===== src/rtl/spi_bridge_master.sv =====
// SPI mode-0 master: stream bytes go out MSB-first on MOSI; MISO bytes return as one-cycle rx_valid pulses.
// rx_valid comes 1+16*CLK_DIV cycles after acceptance; tx_ready is low while a byte shifts; rx cannot stall.
`timescale 1ns/1ps
module spi_bridge_master #(
   parameter int CLK_DIV  = 4,
   parameter int GAP_MULT = 2
) (
   input  logic       clk_clk,
   input  logic       reset_reset_n,
   input  logic [7:0] tx_data,
   input  logic       tx_last,
   input  logic       tx_valid,
   output logic       tx_ready,
   output logic [7:0] rx_data,
   output logic       rx_valid,
   output logic       busy,
   output logic       spi_sclk,
   output logic       spi_mosi,
   input  logic       spi_miso,
   output logic       spi_nss
);

   localparam logic [7:0] HALF_LAST = 8'(CLK_DIV - 1);
   localparam logic [3:0] GAP_LAST  = 4'(GAP_MULT - 1);

   typedef enum logic [2:0] {
      S_IDLE, S_LOW, S_HIGH, S_WAIT_NEXT, S_HOLD, S_GAP
   } state_t;

   state_t     r_state, w_state_nxt;
   logic [7:0] r_cnt;
   logic [2:0] r_bit;
   logic [3:0] r_gap;
   logic [7:0] r_shift, r_rx, r_rx_data;
   logic       r_last, r_rx_vld;
   logic       r_miso_meta, r_miso_sync;
   logic       w_accept, w_shift_in, w_cnt_zero, w_reload;

   assign w_cnt_zero = (r_cnt == 8'd0);
   assign rx_data    = r_rx_data;
   assign rx_valid   = r_rx_vld;

   always_ff @(posedge clk_clk) begin
      if (!reset_reset_n) r_state <= S_IDLE;
      else                r_state <= w_state_nxt;
   end

   always_comb begin
      w_state_nxt = r_state;
      w_accept    = 1'b0;
      w_shift_in  = 1'b0;
      tx_ready    = 1'b0;
      busy        = 1'b1;
      spi_nss     = 1'b0;
      spi_sclk    = 1'b0;
      spi_mosi    = r_shift[7];
      case (r_state)
         S_IDLE: begin
            tx_ready = 1'b1;
            busy     = 1'b0;
            spi_nss  = 1'b1;
            spi_mosi = 1'b0;
            if (tx_valid) begin
               w_accept    = 1'b1;
               w_state_nxt = S_LOW;
            end
         end
         S_LOW: if (w_cnt_zero) w_state_nxt = S_HIGH;
         S_HIGH: begin
            spi_sclk = 1'b1;
            if (w_cnt_zero) begin
               w_shift_in = 1'b1;
               if (r_bit == 3'd7) w_state_nxt = r_last ? S_HOLD : S_WAIT_NEXT;
               else               w_state_nxt = S_LOW;
            end
         end
         S_WAIT_NEXT: begin
            tx_ready = 1'b1;
            if (tx_valid) begin
               w_accept    = 1'b1;
               w_state_nxt = S_LOW;
            end
         end
         S_HOLD: if (w_cnt_zero) w_state_nxt = S_GAP;
         S_GAP: begin
            spi_nss  = 1'b1;
            spi_mosi = 1'b0;
            if (w_cnt_zero && (r_gap == GAP_LAST)) w_state_nxt = S_IDLE;
         end
         default: w_state_nxt = S_IDLE;
      endcase
   end

   // GAP is counted as GAP_MULT back-to-back half-periods, so the timer reloads inside it too
   assign w_reload = (r_state != w_state_nxt) || ((r_state == S_GAP) && w_cnt_zero);

   always_ff @(posedge clk_clk) begin
      if (!reset_reset_n) begin
         r_cnt       <= 8'd0;
         r_bit       <= 3'd0;
         r_gap       <= 4'd0;
         r_shift     <= 8'd0;
         r_rx        <= 8'd0;
         r_rx_data   <= 8'd0;
         r_rx_vld    <= 1'b0;
         r_last      <= 1'b0;
         r_miso_meta <= 1'b0;
         r_miso_sync <= 1'b0;
      end else begin
         r_miso_meta <= spi_miso;
         r_miso_sync <= r_miso_meta;
         r_rx_vld    <= 1'b0;
         if (w_reload)        r_cnt <= HALF_LAST;
         else if (!w_cnt_zero) r_cnt <= r_cnt - 8'd1;
         if (r_state != S_GAP) r_gap <= 4'd0;
         else if (w_cnt_zero)  r_gap <= r_gap + 4'd1;
         if (w_accept) begin
            r_shift <= tx_data;
            r_last  <= tx_last;
            r_bit   <= 3'd0;
         end
         if (w_shift_in) begin
            r_rx <= {r_rx[6:0], r_miso_sync};
            if (r_bit == 3'd7) begin
               r_rx_data <= {r_rx[6:0], r_miso_sync};
               r_rx_vld  <= 1'b1;
            end else begin
               r_bit   <= r_bit + 3'd1;
               r_shift <= {r_shift[6:0], 1'b0};
            end
         end
      end
   end

endmodule


===== config.mk =====
export PLATFORM = sky130hd
export DESIGN_NAME = spi_bridge_master
export DESIGN_NICKNAME = d
export VERILOG_FILES = /design/src/rtl/spi_bridge_master.sv
export SDC_FILE = /design/constraint.sdc
export NUM_CORES = 1
export LEC_CHECK = 0
export ABC_CLOCK_PERIOD_IN_PS = 2200
export BUFFER_PORTS_ARGS = -buffer_cell sky130_fd_sc_hd__buf_4
export CAP_MARGIN = 20
export CORE_MARGIN = 1
export CORE_UTILIZATION = 40
export DETAILED_ROUTE_END_ITERATION = 16
export HOLD_SLACK_MARGIN = 0.06
export SYNTH_ARGS = -nofsm -noshare
export SYNTH_HDL_FRONTEND = slang
export SYNTH_SLANG_ARGS = --single-unit

===== constraint.sdc =====
create_clock -name clk_clk -period 2.2 [get_ports clk_clk]
set_input_delay 0.33 -clock clk_clk [delete_from_list [all_inputs] [get_ports clk_clk]]
set_output_delay 0.33 -clock clk_clk [all_outputs]
set_load 0.02 [all_outputs]

==> flow_summary.yaml <==
cts:
  cts-htree-levels: 2
  clkSinkCount: 45
  clkLatencyLatePin_ns: 0.30
  cts_resized: 0
  root_buffer: "clkbuf_8"
  cts_tree: "yes"
  clkTransAtPathRegs_ns: 0.09
  tritoncts.num_buffers: 5
  clock_path_buffers: 2
  hold_buffers: 0
  post_cts_buffers: 0
setup_path:
  path_max_fanout: 16
  cp.arrival_ns: 2.12
  cp-end-kind: "flop"
  critical_path_class: "reg2reg"
  cp.required_ns: 2.39
  cp-start-kind: "flop"
synthesis:
  yosys.area.top_type: "dfxtp_1"
  netlist_area_sq_um: 2110
  synth_ff_type: "dfxtp_1"
  ys_seq_area_share_pct: 42.7
  ys_async_sr_fraction_pct: 0
  synth_cell_type_count: 47
  synth.top_cells.by_area: "dfxtp_1 (43%), mux2i_1 (8.1%), a21oi_1 (5.0%)"
  syn-num-nets: 249
  synth_top_cells_by_count: "dfxtp_1 (45), nor2_1 (25), a21oi_1 (21)"
  postSynthCellCount: 230
  yosysMostFrequentCell: "dfxtp_1"
  synth_enable_flop_cells: 0
  postSynthAreaPerCell_sq_um: 9.18
  ys_warn_count: 0
  synth-seq-cells: 45
  netlist.area_leader.share_pct: 42.7
drt:
  drt_iter0_markers: 91
  drc_errors: 0
  num_vias: 1675
  drtAntennaViolNets: 0
  firstDrtPassIters: 4
  wl_per_cell_um: 12.7
  vias_per_cell: 5.12
  wl_um: 4150
layout:
  fin_nets: 275
  syn2layout_area_growth_pct: 17.4
  drive_above_1_share_pct: 20.6
  n_antenna_cell: 0
  fill_cells: 499
place:
  gp_congestion: 0.788
  place_hpwl_um: 2870
  portBuffers: 26
  dp_slack_ns: 0.285
flow_run:
  cap_viol_max_count: 0
power:
  p_comb_share_pct: 42.6
  pwr-share-clk_pct: 19.5
  power.switching_w: 0.00111
  sw_frac_of_total_pct: 39.7
  cellInternalPower_w: 0.00168
  p_leak_nw: 1.05
  p_per_area_nw_per_um2: 1120
  peakVddDrop_mv: 0.462
  seq_power_share_pct: 37.9
floorplan:
  boundaryPins: 27
  core_region_area_sq_um: 5110
  rows: 26
  die_area_sq_um: 5570
  fp.dieW_um: 74.7
  fp.dieH_um: 74.7
  initial_core_util_pct: 41.4
timing:
  finalSetupViolations: 0
  skew_ns: 0.00591
  period_minus_slack_ns: 1.93
  drv_slew: 0
  max_freq_mhz: 517
  hold_viol: 0
  max_slew_margin_pct: 59.6
  rsz0062_at_grt: "false"
  tns_ns: 0
  tightestPinTransition_ns: 0.603
  finalCritPeriodShare_pct: 87.8
  final.setup.worst_slack_ns: 0.267
global_route:
  gr-total-overflow: 0
  first_global_vias: 1556
  grt_max_degree: 23
  track_usage_pct: 16.9
  antenna_found_initial: 0
  grt_pass1_wl_um: 7120
hold_path:
  min_path_type: "in2reg"
outcome:
  status: "complete, no violations"
==> cell usage in the layout (no fill, tap or decap), types with 2 or more instances in the layout <==
| cell type | Yosys | routed |
|---|---|---|
| dfxtp_1 | 45 | 45 |
| buf_4 | 1 | 32 |
| nor2_1 | 25 | 25 |
| a21oi_1 | 21 | 21 |
| mux2i_1 | 17 | 17 |
| nand2_1 | 14 | 14 |
| nand3_1 | 12 | 12 |
| o21ai_0 | 10 | 10 |
| inv_1 | 8 | 8 |
| xnor2_1 | 6 | 6 |
| ha_1 | 6 | 6 |
| clkbuf_8 | 0 | 6 |
| xor2_1 | 5 | 5 |
| nor2b_1 | 4 | 4 |
| nand3b_1 | 3 | 3 |
| nor3b_2 | 2 | 2 |
| or3_1 | 2 | 2 |
| or3b_2 | 2 | 2 |
| nand4_1 | 2 | 2 |
| and2_1 | 2 | 2 |
| o31ai_1 | 2 | 2 |
| nor4_1 | 2 | 2 |
| a311oi_1 | 2 | 2 |
| o211ai_1 | 2 | 2 |
| or3b_1 | 2 | 2 |
==> flip-flops by register name, summed over array words and instances (netlist names) <==
register / count
r_cnt: 8
r_shift: 8
rx_data: 8
r_rx: 7
r_gap: 4
r_bit: 3
r_state: 3
r_last: 1
r_miso_meta: 1
r_miso_sync: 1
rx_valid: 1
==> cells by family (layout without fill, tap and decap cells) <==
| family | after synthesis | count (layout) | synth area share, % |
|---|---|---|---|
| AO/OA/AOI/OAI | 47 | 47 | 13.5 |
| XOR/XNOR | 11 | 11 | 4.56 |
| buffers and inverters | 22 | 49 | 5.33 |
| flip-flops | 45 | 45 | 42.7 |
| AND/OR/NAND/NOR | 82 | 82 | 22.3 |
| multiplexers | 17 | 17 | 8.06 |
| adder cells (fa/ha/maj) | 6 | 6 | 3.55 |
==> routing by layer <==
layer | up-vias | share of wire, % | track usage, %
li1 | 862 | - | -
met1 | 768 | 51 | 22.7
met2 | 38 | 44 | 25.3
met3 | 7 | 3.9 | 5.09
met4 | 0 | 1.3 | 6.71
met5 | - | 0 | 0
==> worst max-delay path, cell delays in order (launching register included) <==
cell	delay, ns
dfxtp_1	0.33
inv_1	0.11
ha_1	0.18
or3b_2	0.57
nor2_8	0.26
or3_1	0.29
nor2_1	0.08
==> per-stage QoR <==
step | util [%] | power (W) | hold slack (ns) | area, sq um | instances
floorplan | - | 0.00209 | 0.412 | 2110 | 230
global placement | 46.6 | 0.00225 | 0.417 | 2380 | 319
detailed placement | 46.6 | 0.00226 | 0.417 | 2380 | 319
CTS | 48.5 | 0.00282 | 0.234 | 2480 | 327
global route | 48.5 | 0.00300 | 0.236 | 2480 | 327
finish | 48.5 | 0.00279 | 0.235 | 2480 | 327
==> power by group through the flow <==
stage	Sequential, W	Clock, W	Combinational (W)
after CTS	0.00106	0.000563	0.00120
after global placement	0.00107	0	0.00117
after detailed placement	0.00108	0	0.00119
after floorplan	0.00104	0	0.00105
final	0.00106	0.000542	0.00119
after global routing	0.00108	0.000603	0.00132
==> area by class of cell <==
cell class	instances	area, sq um	area share (%)
Timing Repair Buffer	33	260	10.5
Sequential cell	45	901	36.3
Clock inverter	2	13.8	0.555
Clock buffer	6	82.6	3.33
Inverter	8	30.0	1.21
Multi-Input combinational cell	163	1100	44.5
Tap cell	70	87.6	3.53
==> worst paths after layout <==
kind | slack (ns) | end | from | cells after the start
hold / removal | 0.23 | r_miso_meta$_SDFF_PN0_ | spi_miso | 2
setup reg to reg | 0.27 | r_cnt[5]$_SDFFE_PP0P_ | r_cnt[0]$_SDFFE_PN0P_ | 6
setup / recovery | 0.27 | r_cnt[5]$_SDFFE_PP0P_ | r_cnt[0]$_SDFFE_PN0P_ | 6
hold reg to reg | 0.44 | r_miso_sync$_SDFF_PN0_ | r_miso_meta$_SDFF_PN0_ | 1
No activity file was read; power rests on OpenSTA's default activity.
